--- src/rtl/marquee_pkg.sv ---
// marquee_arb shared types, widths and op-sequencing helpers.
// Optional op masking is enabled by defining MARQUEE_OPMASK_EN.
package marquee_pkg;

  localparam int DATA_W = 3;
  localparam int OUT_W  = 6;

  typedef enum logic [1:0] {
    OP_OR  = 2'd0,
    OP_AND = 2'd1,
    OP_XOR = 2'd2,
    OP_CAT = 2'd3
  } op_e;

  typedef enum logic {
    IDLE = 1'b0,
    RUN  = 1'b1
  } state_e;

  // An all-zero mask would run no beats; treat it as all ops enabled.
  function automatic logic [3:0] fix_mask(input logic [3:0] m);
    return (m == 4'b0000) ? 4'b1111 : m;
  endfunction

  // Lowest enabled op: the first beat of a pair.
  function automatic op_e first_op(input logic [3:0] m);
    op_e r;
    r = OP_OR;
    for (int k = 3; k >= 0; k--) begin
      if (m[k]) r = op_e'(k[1:0]);
    end
    return r;
  endfunction

  // Highest enabled op: the beat carrying out_last.
  function automatic op_e last_op(input logic [3:0] m);
    op_e r;
    r = OP_OR;
    for (int k = 0; k < 4; k++) begin
      if (m[k]) r = op_e'(k[1:0]);
    end
    return r;
  endfunction

  // Next enabled op above cur; cur itself if none remain.
  function automatic op_e next_op(input logic [3:0] m,
                                  input op_e cur);
    op_e r;
    r = cur;
    for (int k = 3; k >= 0; k--) begin
      if (m[k] && (k > int'(cur))) r = op_e'(k[1:0]);
    end
    return r;
  endfunction

endpackage

--- src/rtl/marquee_alu.sv ---
// marquee_alu: combinational op unit producing one result beat.
// Narrow results are zero-extended; CAT packs {a,b}.
module marquee_alu
  import marquee_pkg::*;
(
  input  logic [DATA_W-1:0] a,
  input  logic [DATA_W-1:0] b,
  input  op_e               op,
  output logic [OUT_W-1:0]  y
);

  localparam int PAD = OUT_W - DATA_W;

  // Select the result for the current op.
  always_comb begin
    y = '0;
    unique case (op)
      OP_OR:  y = {{PAD{1'b0}}, a | b};
      OP_AND: y = {{PAD{1'b0}}, a & b};
      OP_XOR: y = {{PAD{1'b0}}, a ^ b};
      OP_CAT: y = {a, b};
      default: y = '0;
    endcase
  end

endmodule

--- src/rtl/marquee_arb.sv ---
// marquee_arb: two-requester arbiter streaming OR/AND/XOR/CAT beats.
// Define MARQUEE_OPMASK_EN to add the op_mask input.
module marquee_arb
  import marquee_pkg::*;
(
  input  logic              clk,
  input  logic              rst_n,
  input  logic              req0_valid,
  input  logic [DATA_W-1:0] req0_a,
  input  logic [DATA_W-1:0] req0_b,
  output logic              req0_ready,
  input  logic              req1_valid,
  input  logic [DATA_W-1:0] req1_a,
  input  logic [DATA_W-1:0] req1_b,
  output logic              req1_ready,
`ifdef MARQUEE_OPMASK_EN
  input  logic [3:0]        op_mask,
`endif
  output logic              out_valid,
  input  logic              out_ready,
  output logic [OUT_W-1:0]  out_data,
  output logic [1:0]        out_op,
  output logic              out_id,
  output logic              out_last,
  output logic              busy
);

  state_e            state_q, state_d;
  logic              ptr_q, ptr_d;
  logic              id_q, id_d;
  op_e               op_q, op_d;
  logic [DATA_W-1:0] a_q, a_d;
  logic [DATA_W-1:0] b_q, b_d;

  logic [3:0] en_mask;
  logic [3:0] acc_mask;

`ifdef MARQUEE_OPMASK_EN
  logic [3:0] mask_q, mask_d;
  assign en_mask  = mask_q;
  assign acc_mask = fix_mask(op_mask);
`else
  assign en_mask  = 4'b1111;
  assign acc_mask = 4'b1111;
`endif

  logic run;
  logic any_v;
  logic gnt_id;
  logic accept;
  logic is_last;
  logic beat_done;
  logic [OUT_W-1:0] alu_y;

  assign run       = (state_q == RUN);
  assign any_v     = req0_valid | req1_valid;
  assign gnt_id    = (req0_valid & req1_valid) ? ptr_q
                                               : req1_valid;
  assign accept    = !run && any_v;
  assign is_last   = (op_q == last_op(en_mask));
  assign beat_done = run && out_ready;

  assign req0_ready = rst_n && accept && !gnt_id;
  assign req1_ready = rst_n && accept &&  gnt_id;

  marquee_alu u_alu (
    .a  (a_q),
    .b  (b_q),
    .op (op_q),
    .y  (alu_y)
  );

  assign out_valid = run;
  assign busy      = run;
  assign out_data  = run ? alu_y : '0;
  assign out_op    = run ? op_q : 2'b00;
  assign out_id    = run && id_q;
  assign out_last  = run && is_last;

  // Next-state: accept a pair in IDLE, step ops on beat handshakes.
  always_comb begin
    state_d = state_q;
    ptr_d   = ptr_q;
    id_d    = id_q;
    op_d    = op_q;
    a_d     = a_q;
    b_d     = b_q;
`ifdef MARQUEE_OPMASK_EN
    mask_d  = mask_q;
`endif
    unique case (state_q)
      IDLE: begin
        if (accept) begin
          state_d = RUN;
          id_d    = gnt_id;
          a_d     = gnt_id ? req1_a : req0_a;
          b_d     = gnt_id ? req1_b : req0_b;
          op_d    = first_op(acc_mask);
`ifdef MARQUEE_OPMASK_EN
          mask_d  = acc_mask;
`endif
        end
      end
      RUN: begin
        if (beat_done) begin
          if (is_last) begin
            state_d = IDLE;
            ptr_d   = ~id_q;
            op_d    = OP_OR;
          end else begin
            op_d    = next_op(en_mask, op_q);
          end
        end
      end
      default: state_d = IDLE;
    endcase
  end

  // State registers; reset drops any pair in flight.
  always_ff @(posedge clk or negedge rst_n) begin
    if (!rst_n) begin
      state_q <= IDLE;
      ptr_q   <= 1'b0;
      id_q    <= 1'b0;
      op_q    <= OP_OR;
      a_q     <= '0;
      b_q     <= '0;
`ifdef MARQUEE_OPMASK_EN
      mask_q  <= 4'b1111;
`endif
    end else begin
      state_q <= state_d;
      ptr_q   <= ptr_d;
      id_q    <= id_d;
      op_q    <= op_d;
      a_q     <= a_d;
      b_q     <= b_d;
`ifdef MARQUEE_OPMASK_EN
      mask_q  <= mask_d;
`endif
    end
  end

endmodule

--- config.mk ---
export PLATFORM = sky130hd
export DESIGN_NAME = marquee_arb
export DESIGN_NICKNAME = d
export VERILOG_FILES = /design/src/rtl/marquee_pkg.sv /design/src/rtl/marquee_alu.sv /design/src/rtl/marquee_arb.sv
export SDC_FILE = /design/constraint.sdc
export NUM_CORES = 1
export LEC_CHECK = 0
export BUFFER_PORTS_ARGS = -buffer_cell sky130_fd_sc_hd__buf_2
export CORE_MARGIN = 8
export CORE_UTILIZATION = 40
export CTS_CLUSTER_DIAMETER = 200
export DETAILED_ROUTE_END_ITERATION = 8
export GPL_TIMING_DRIVEN = 0
export MAX_ROUTING_LAYER = met4
export PLACE_DENSITY_LB_ADDON = 0.08
export SLEW_MARGIN = 20
export SYNTH_ARGS = -nofsm -noshare
export SYNTH_HDL_FRONTEND = slang
export SYNTH_SLANG_ARGS = --single-unit
--- constraint.sdc ---
create_clock -name clk -period 4.1 [get_ports clk]
set_input_delay 0.205 -clock clk [delete_from_list [all_inputs] [get_ports clk]]
set_output_delay 0.205 -clock clk [all_outputs]
set_load 0.05 [all_outputs]
==> impl_results.md, run 1 <==
- FMAX: 0.4941 GHz
- Worst hold path class: input port to register
- CTS root buffer: clkbuf_4
- Nature of the critical path endpoint: output port
- Clock latency at the later pin of the worst-skew pair: ~0.27 ns
- DRC violation total after the first TritonRoute iteration: 25
- First-pass GRT wire length: 3801 um
- Vias in the first global route: 869
- Kind of critical path: register to output port
- Outcome: complete, no violations
- Pin count of the biggest net entering global routing: 14
- GPL Wtd Cong: 0.8446
- Layout cell share with drive strength beyond 1: approximately 26%
- Crit Path Max Fanout: 9
- YS warnings: 0
- Crit Reg-Reg Endpoint: op_q[1]
- Full die area: 3934 um2
- Mapped Nets: 134
- Pre-antenna DRT Iters: 4
- Clock slew at reported path FFs: about 0.070 ns
- Reg2reg start: op_q[0]
- Tcrit/Tclk final: 49.36%
- Tmin final: 2.024 ns
- Post_cts resized: 0
- Hold_sp: req1_b[0]
- Layout net count: about 170
- Setup-failing EPs final: 0
- Final WL: ~2200 um
- Post-detailed-route count of antenna-violating nets: 0
- Number of synthesized register bits: 11
- Ports: 31
- Initial Util: 41.06%
- Hold Path End: b_q[0]
- CTS Hold Bufs: 1
- Critical Path RT: 3.89 ns
- Inserted Clock Buffers: 3
- RSZ-0062 raised after global routing: no
- VDD IR max: 0.5373 mV
- Area Growth Syn to Fin: 24.79%
- Final max-slew violation count: 0
- Reg2Reg Depth: 5
- Power per Cell Area: 865.4 nW/um2
- Die width: 62.73 um
- Reg-to-reg slack, setup: 2.56 ns
- H-tree depth: 1
- TritonCTS Sinks: 11
- ANT cells: 0
- IO Port Bufs: 29
- GRT Util Overall: about an eighth
- Synth Cell Area: 873.3 um2
- Fin Clk Skew: about 0.0017 ns
- WL/cell: 12.89 um
- Setup_tns: 0 ns
- Register area share after synthesis: between 30% and 40%
- Hold Vio Cnt, Final: 0
- Cell leakage power: 0.5834 nW
- Cell variety after synth: 26
- Worst-Margin Slew: 0.4230 ns
- Hold Path Depth: 3
- Clk buf depth: 2
- Slew headroom: slightly above 70%
- Syn Area/Cell: 8.318 um2
- CP Data Arrival Time: about 1.8 ns
- Postcts setup bufs: 0
- Initial antenna violation count: 0
- CORE AREA: 2127 um2
- Worst hold margin: 0.1964 ns
- Max_cap viols: 0
- DRC viols: 0
- Startpoint Class: register
- Post-synthesis instance total: 105
- Row count: 17
- CTS tree: built
- Gr ovfl total: 0
- DP HPWL: 1716 um
- Via count: roughly 830
- Die height: ~63 um
- Vias per Instance: 4.940
## cells in the mapped netlist (all sizes together)
cell type	number	area share (%)
nor2b	1	0.72
a31oi	8	5.7
nand4	1	0.72
dfrtp	11	32
and2	3	2.1
nand3	7	4.0
a21o	2	1.7
nand2b	1	0.72
a22oi	3	2.6
nand4bb	1	1.3
clkbuf	2	0.86
o21ba	1	1.1
nor3	3	1.7
ha	12	17
mux2	1	1.3
inv	11	4.7
a21oi	6	3.4
o21ai	8	4.6
nor3b	1	0.86
o22ai	1	0.72
and3	1	0.72
nand2	10	4.3
nor2	6	2.6
buf	4	4.7
## worst max-delay path by stage
| stage | to | slack, ns | depth (start not counted) | from |
|---|---|---|---|---|
| final | out_data[1] | 2.08 | 7 | op_q[0] |
| after global routing | out_data[1] | 1.92 | 7 | op_q[0] |
| after CTS | out_data[1] | 2.06 | 7 | op_q[0] |
| after detailed placement | out_data[1] | 2.37 | 7 | op_q[0] |
| after global placement | out_data[1] | 2.39 | 6 | op_q[1] |
| after floorplan | req1_ready | 1.85 | 2 | busy |
## sequential cells by signal, indices dropped and copies added, names as in the netlist
register and count:
b_q 3, op_q 2, id_q 1, busy 1, a_q 3, ptr_q 1
## layout by cell type, fill, tap and decap left out
| cell | netlist | layout |
|---|---|---|
| buf_6 | 3 | 3 |
| nand2_1 | 10 | 10 |
| a21o_1 | 2 | 2 |
| a22oi_1 | 3 | 3 |
| a31oi_1 | 8 | 8 |
| clkbuf_4 | 0 | 3 |
| ha_1 | 12 | 12 |
| nand4bb_1 | 1 | 1 |
| inv_1 | 11 | 11 |
| o21ai_1 | 1 | 1 |
| nor3_1 | 3 | 3 |
| dfrtp_1 | 11 | 11 |
| nand3_1 | 7 | 7 |
| nor2_1 | 6 | 6 |
| nand2b_1 | 1 | 1 |
| o21ai_0 | 7 | 7 |
| and3_1 | 1 | 1 |
| clkbuf_1 | 2 | 3 |
| mux2_1 | 1 | 1 |
| buf_4 | 1 | 1 |
| nor3b_1 | 1 | 1 |
| a21oi_1 | 6 | 6 |
| o21ba_1 | 1 | 1 |
| and2_1 | 3 | 3 |
| buf_2 | 0 | 29 |
| nand4_1 | 1 | 1 |
| dlygate4sd3_1 | 0 | 1 |
| o22ai_1 | 1 | 1 |
| nor2b_1 | 1 | 1 |
## cell families (layout without fill, tap and decap cells)
kind of cell	count (synthesis)	after routing	share of synthesized area, %
buffers and inverters	17	51	10.32
AO/OA/AOI/OAI	29	29	19.91
adder cells (fa/ha/maj)	12	12	17.19
flip-flops	11	11	31.52
multiplexers	1	1	1.289
AND/OR/NAND/NOR	35	35	19.77
## worst max-delay path: stages (launching register included)
cell      delay, ns
dfrtp_1        0.48
inv_1          0.12
ha_1           0.20
clkbuf_1       0.18
nand2_1        0.10
nand2_1        0.05
a21oi_1        0.13
buf_2          0.28
## metal layers
metal  GRT usage [%]  vias up  wire length [um]
met5               -        -                 0
met3           2.867        2               114
met1           14.26      365              1065
met2           17.85       25               956
li1                -      433                 -
met4           5.413        0                17
## power breakdown
part           internal [W]  switching [W]  leakage [nW]
clock             0.0000377      0.0000369        0.0150
combinational      0.000199       0.000445         0.443
sequential         0.000162      0.0000632         0.126
## stage by stage
stage | cells | total power, W | area, um2 | utilization, % | setup WS [ns]
after floorplan | 105 | 0.0007244 | 873.3 | - | 1.853
after global placement | 162 | 0.0008625 | 1054 | 49.53 | 2.395
after detailed placement | 162 | 0.0008757 | 1054 | 49.53 | 2.366
after CTS | 167 | 0.0009538 | 1090 | 51.24 | 2.061
after global routing | 167 | 0.001031 | 1090 | 51.24 | 1.921
final | 167 | 0.0009431 | 1090 | 51.24 | 2.076
## cell type report
cell class              instances  area [um2]
plain buffers                   6       48.80
clock buffers                   4       26.28
fillers                       225        1037
inverters                      11       41.29
multi-input cells              77       508.0
flip-flops and latches         11       275.3
well taps                      28       35.03
repair buffers                 30       155.1
No activity file was read; power rests on OpenSTA's default activity.
==> inputs of run 2 (changes only) <==
Clock period 4.1 ns to 1.9 ns, I/O delays scaled along.
==> run 2 against run 1 <==
Global-route usage shrank 0.34 points. Sequential share of layout area is 0.29 points lower. Via count shrank 0.24%. Sequential power grew 120%. Cell area up 1.6%. Critical path depth decreased by 2. Setup slack lost 1.9 ns. Largest power group unchanged. Clock-buffer cell count unchanged. Clock power grew 110%. Non-clock buffer count shrank 1. Highest routed layer unchanged. Clock skew grew 0.00065 ns.
==> impl_results.md, run 2 (synthesis results as in run 1) <==
- Via count: 823 (was 825)
- Worst-Margin Slew: 0.3613 ns (was 0.4230 ns)
- Worst hold margin: 0.08739 ns (was 0.1964 ns)
- Row count: 17 (unchanged)
- Placement Cell Area: 1070 um2 (was 1054 um2)
- GRT Util Overall: 11.38% (was 11.73%)
- Fin Clk Skew: 0.002309 ns (was 0.001662 ns)
- Tmin final: 1.750 ns
- Die height: 62.73 um (unchanged)
- Total of fill cells in the finished design: 229 (was 225)
- Cell leakage power: 0.5846 nW (was 0.5834 nW)
- Ports: 31 (unchanged)
- Full die area: 3934 um2 (unchanged)
- Final max-slew violation count: 0 (unchanged)
- Clock latency at the later pin of the worst-skew pair: 0.27 ns (about the same)
- Vias in the first global route: 819 (was 869)
- Most common cell after layout, fill and taps aside: buf_2 (unchanged)
- Area Growth Syn to Fin: 26.79% (was 24.79%)
- Postcts setup bufs: 0 (unchanged)
- Multi-input logic area: 526.8 um2 (was 508.0 um2)
- FMAX: 0.5715 GHz
- VDD IR max: 0.9613 mV (was 0.5373 mV)
- Largest registers: a_q (3), b_q (3), op_q (2) (unchanged)
- Layout cell share with drive strength beyond 1: 31.16% (was 25.90%)
- Gr ovfl total: 0 (unchanged)
- Setup-failing EPs final: 0 (unchanged)
- CP Data Arrival Time: 1.65 ns (was 1.82 ns)
- Max_cap viols: 0 (unchanged)
- Final WL: 2194 um (was 2153 um)
- DRC violation total after the first TritonRoute iteration: 26 (was 25)
- CTS root buffer: clkbuf_4 (unchanged)
- Inserted Clock Buffers: 3 (unchanged)
- Post-detailed-route count of antenna-violating nets: 0 (unchanged)
- IO Port Bufs: 29 (unchanged)
- H-tree depth: 1 (unchanged)
- DP HPWL: 1737 um (was 1716 um)
- Die width: 62.73 um (unchanged)
- Outcome: complete, no violations (unchanged)
- Slew headroom: 75.87% (was 71.80%)
- Tcrit/Tclk final: 92.09%
- DRC viols: 0 (unchanged)
- Vias per Instance: 4.958 (was 4.940)
- Critical Path RT: 1.80 ns (was 3.89 ns)
- Clock slew at reported path FFs: 0.07 ns (about the same)
- First-pass GRT wire length: 3705 um (was 3801 um)
- Initial antenna violation count: 0 (unchanged)
- Power per Cell Area: 1874 nW/um2 (was 865.4 nW/um2)
- Final Util: 52.06% (was 51.24%)
- Pin count of the biggest net entering global routing: 14 (unchanged)
- Worst hold path class: input port to register (unchanged)
- RSZ-0062 raised after global routing: no (unchanged)
- GPL Wtd Cong: 0.8170 (was 0.8446)
- Layout net count: 168 (was 169)
- Reg area: 276.5 um2 (was 275.3 um2)
- CORE AREA: 2127 um2 (unchanged)
- Crit Path Max Fanout: 9 (unchanged)
- WL/cell: 13.22 um (was 12.89 um)
- CTS tree: built (unchanged)
- Initial Util: 41.06% (unchanged)
- Final instance area: 1107 um2 (was 1090 um2)
- Commonest non-fill, non-tap cells in the layout: buf_2 (29), inv_1 (11), ha_1 (11) (was buf_2 (29), ha_1 (12), inv_1 (11), dfrtp_1 (11), nand2_1 (10))
- Kind of critical path: register to output port (unchanged)
- Pre-antenna DRT Iters: 4 (unchanged)
- Clk buf depth: 2 (unchanged)
- TritonCTS Sinks: 11 (unchanged)
- Startpoint Class: register (unchanged)
- Hold Vio Cnt, Final: 0 (unchanged)
- ANT cells: 0 (unchanged)
- Nature of the critical path endpoint: output port (unchanged)
==> run 2: changes by cell type in the layout (fill, tap and decap cells not counted), sizes merged <==
cell,before,now
clkbuf,6,5
==> run 2: metal layers <==
metal  GRT usage [%]  wire length (um)  vias to the layer above
met5               -                 0                        -
met4           4.274                13                        0
met3           2.688               105                        2
met2           18.50              1043                       24
met1           13.31              1031                      364
li1                -                 -                      433
==> run 2: timing repair <==
action | in CTS | in global routing
endpoints found under the hold margin | 11 | 0
gates resized for setup | 0 | 4
hold buffers | 1 | 0
setup endpoints to repair | 3 | 5
==> run 2: layout make-up <==
cell class                 count  share of cell area [%]
tap                           28                   3.164
timing repair buffer          30                   14.01
buffer                         5                   4.181
sequential                    11                   24.97
inverter                      11                   3.729
multi-input combinational     77                   47.57
clock buffer                   4                   2.373
==> run 2: worst max-delay path, cell delays in order (launching register included) <==
cell,delay (ns)
dfrtp_1,0.44
inv_1,0.17
ha_2,0.30
a21oi_1,0.08
a21oi_2,0.13
buf_2,0.26
==> run 2: power by group <==
part           internal, W  switching (W)  total, W  leakage [nW]
combinational     0.000455       0.000975   0.00143         0.445
clock            0.0000812      0.0000785  0.000160        0.0150
sequential        0.000351       0.000134  0.000485         0.125
==> run 2: worst paths after layout <==
path | startpoint | end | slack [ns] | depth (start not counted)
max in group asynchronous | rst_n | op_q[0] | 1.43 | 2
max | op_q[1] | out_data[0] | 0.15 | 5
min in group asynchronous | rst_n | a_q[1] | 0.23 | 2
max reg2reg | op_q[1] | op_q[1] | 0.40 | 5
min | req1_b[0] | b_q[0] | 0.09 | 3
min reg2reg | id_q | ptr_q | 0.48 | 1
==> run 2: stage by stage <==
stage | instances | total power [W] | setup slack, ns | TNS, ns
after floorplan | 105 | 0.001607 | -0.1919 | -0.5657
after global placement | 162 | 0.001900 | 0.2837 | 0
after detailed placement | 162 | 0.001931 | 0.2633 | 0
after CTS | 166 | 0.002091 | 0.06856 | 0
after global routing | 166 | 0.002262 | 0.02475 | 0
final | 166 | 0.002075 | 0.1503 | 0
==> inputs of run 3 (changes only) <==
Settings changed: CAP_MARGIN set to 10, PLACE_DENSITY set to 0.66, PLACE_DENSITY_LB_ADDON 0.08 to unset.
Clock period 1.9 ns to 2.2 ns, I/O delays scaled along.
==> run 3 against run 2 <==
Sequential share of layout area is 0.29 points higher. Cell area decreased by 1.6%. Sequential cell count unchanged. Utilization shrank 0.82 points. Clock skew shrank 0.0020 ns. Combinational power shrank 15%. Sequential power shrank 14%. Critical path type unchanged.
==> impl_results.md, run 3 (synthesis results as in run 1) <==
- Cell leakage power: 0.5834 nW (was 0.5846 nW)
- CTS Hold Bufs: 1 (unchanged)
- Worst slack, placed: 0.5298 ns (was 0.2633 ns)
- Die height: 62.73 um (unchanged)
- IO Port Bufs: 29 (unchanged)
- Commonest non-fill, non-tap cells in the layout: buf_2 (29), ha_1 (12), inv_1 (11), dfrtp_1 (11), nand2_1 (10) (was buf_2 (29), inv_1 (11), ha_1 (11))
- Worst-Margin Slew: 0.4065 ns (was 0.3613 ns)
- Layout net count: 169 (was 168)
- Reg2reg start: op_q[0] (was op_q[1])
- Row count: 17 (unchanged)
- Full die area: 3934 um2 (unchanged)
- CP Data Arrival Time: 1.85 ns (was 1.65 ns)
- Kind of critical path: register to output port (unchanged)
- Met2 usage: 16.56% (was 18.50%)
- Ports: 31 (unchanged)
- Final max-slew violation count: 0 (unchanged)
- Nature of the critical path endpoint: output port (unchanged)
- Inserted Clock Buffers: 3 (unchanged)
- Vias per Instance: 5.072 (was 4.958)
- Final WL: 2171 um (was 2194 um)
- Hold_sp: req1_b[1] (was req1_b[0])
- Die width: 62.73 um (unchanged)
- Startpoint Class: register (unchanged)
- Most common cell after layout, fill and taps aside: buf_2 (unchanged)
- Power per Cell Area: 1619 nW/um2 (was 1874 nW/um2)
- Final worst slack: 0.2446 ns (was 0.1503 ns)
- Vias in the first global route: 827 (was 819)
- Worst hold path class: input port to register (unchanged)
- First-pass GRT wire length: 3615 um (was 3705 um)
- FMAX: 0.5114 GHz
- Critical Path RT: 2.09 ns (was 1.80 ns)
- Setup_tns: 0 ns (unchanged)
- WL/cell: 13.00 um (was 13.22 um)
- Largest registers: a_q (3), b_q (3), op_q (2) (unchanged)
- ANT cells: 0 (unchanged)
- Area Growth Syn to Fin: 24.79% (was 26.79%)
- CTS tree: built (unchanged)
- Crit Path Max Fanout: 9 (unchanged)
- Initial Util: 41.06% (unchanged)
- Post_cts resized: 0 (unchanged)
- Clk buf depth: 2 (unchanged)
- Via count: 847 (was 823)
- Pin count of the biggest net entering global routing: 14 (unchanged)
- Layout cell share with drive strength beyond 1: 25.90% (was 31.16%)
- Gr ovfl total: 0 (unchanged)
- TritonCTS Sinks: 11 (unchanged)
- Met3 Usage GRT: 3.047% (was 2.688%)
- RSZ-0062 raised after global routing: no (unchanged)
- DRC violation total after the first TritonRoute iteration: 21 (was 26)
- Initial antenna violation count: 0 (unchanged)
- Max_cap viols: 0 (unchanged)
- Setup-failing EPs final: 0 (unchanged)
- GPL Wtd Cong: 0.7669 (was 0.8170)
- Fin Clk Skew: 0.0003139 ns (was 0.002309 ns)
- Clock latency at the later pin of the worst-skew pair: 0.28 ns (was 0.27 ns)
- CTS root buffer: clkbuf_4 (unchanged)
- Postcts setup bufs: 0 (unchanged)
- Worst Setup SP: op_q[0] (was op_q[1])
- Post-detailed-route count of antenna-violating nets: 0 (unchanged)
- DP HPWL: 1765 um (was 1737 um)
- Tcrit/Tclk final: 88.88%
- Hold Vio Cnt, Final: 0 (unchanged)
- Outcome: complete, no violations (unchanged)
- H-tree depth: 1 (unchanged)
- Total of fill cells in the finished design: 212 (was 229)
- GRT busiest layer: met2 (unchanged)
- Tmin final: 1.955 ns
- GRT Util Overall: 11.12% (was 11.38%)
- Slew headroom: 72.90% (was 75.87%)
- Pre-antenna DRT Iters: 4 (unchanged)
- CORE AREA: 2127 um2 (unchanged)
- DRC viols: 0 (unchanged)
- GR Util met1: 13.31% (unchanged)
- Final instance area: 1090 um2 (was 1107 um2)
- VDD IR max: 0.8133 mV (was 0.9613 mV)
- Clock slew at reported path FFs: 0.07 ns (about the same)
- Placement Cell Area: 1054 um2 (was 1070 um2)
-- run 3: cell types whose count changed in the layout (fill, tap and decap cells not counted), sizes merged --
cell,before,now
clkbuf,5,6
-- run 3: metrics by stage --
step           total power [W]  util [%]  hold WS (ns)  instances
3_5_place_dp          0.001637     49.53      0.003679        162
2_1_floorplan         0.001350         -       -0.1856        105
5_1_grt               0.001901     51.24        0.1071        167
6_report              0.001765     51.24       0.09903        167
4_1_cts               0.001782     51.24        0.1022        167
3_3_place_gp          0.001600     49.53     -0.006032        162
-- run 3: final timing paths --
| path | cells after the start | slack (ns) | to |
|---|---|---|---|
| setup / recovery | 7 | 0.24 | out_data[2] |
| hold / removal | 3 | 0.1 | b_q[1] |
| setup reg to reg | 4 | 0.66 | op_q[1] |
| hold reg to reg | 1 | 0.49 | ptr_q |
| max in group asynchronous | 2 | 1.76 | b_q[0] |
| min in group asynchronous | 2 | 0.23 | id_q |
-- run 3: metal layers --
| layer | vias up | part of all wire (%) |
|---|---|---|
| met1 | 383 | 49 |
| met3 | 5 | 5.2 |
| li1 | 432 | - |
| met4 | 0 | 2.0 |
| met2 | 27 | 44 |
| met5 | - | 0 |
-- run 3: cell type report --
cell class / instances / area, um2 / share of cell area, %
buffer: 6 / 48.80 / 4.478
clock buffer: 4 / 26.28 / 2.411
inverter: 11 / 41.29 / 3.789
multi-input combinational: 77 / 508.0 / 46.61
sequential: 11 / 275.3 / 25.26
tap: 28 / 35.03 / 3.215
timing repair buffer: 30 / 155.1 / 14.24
-- run 3: critical path, cell delays in order (launching register included) --
cell,delay [ns]
dfrtp_1,0.47
inv_1,0.12
ha_1,0.20
clkbuf_1,0.19
nand2_1,0.10
nand2_1,0.05
a21oi_1,0.15
buf_2,0.29
-- run 3: power by group --
group          switching (W)  internal (W)  leakage, nW
registers           0.000114      0.000301        0.126
clock network      0.0000717     0.0000704       0.0150
logic               0.000835      0.000372        0.443
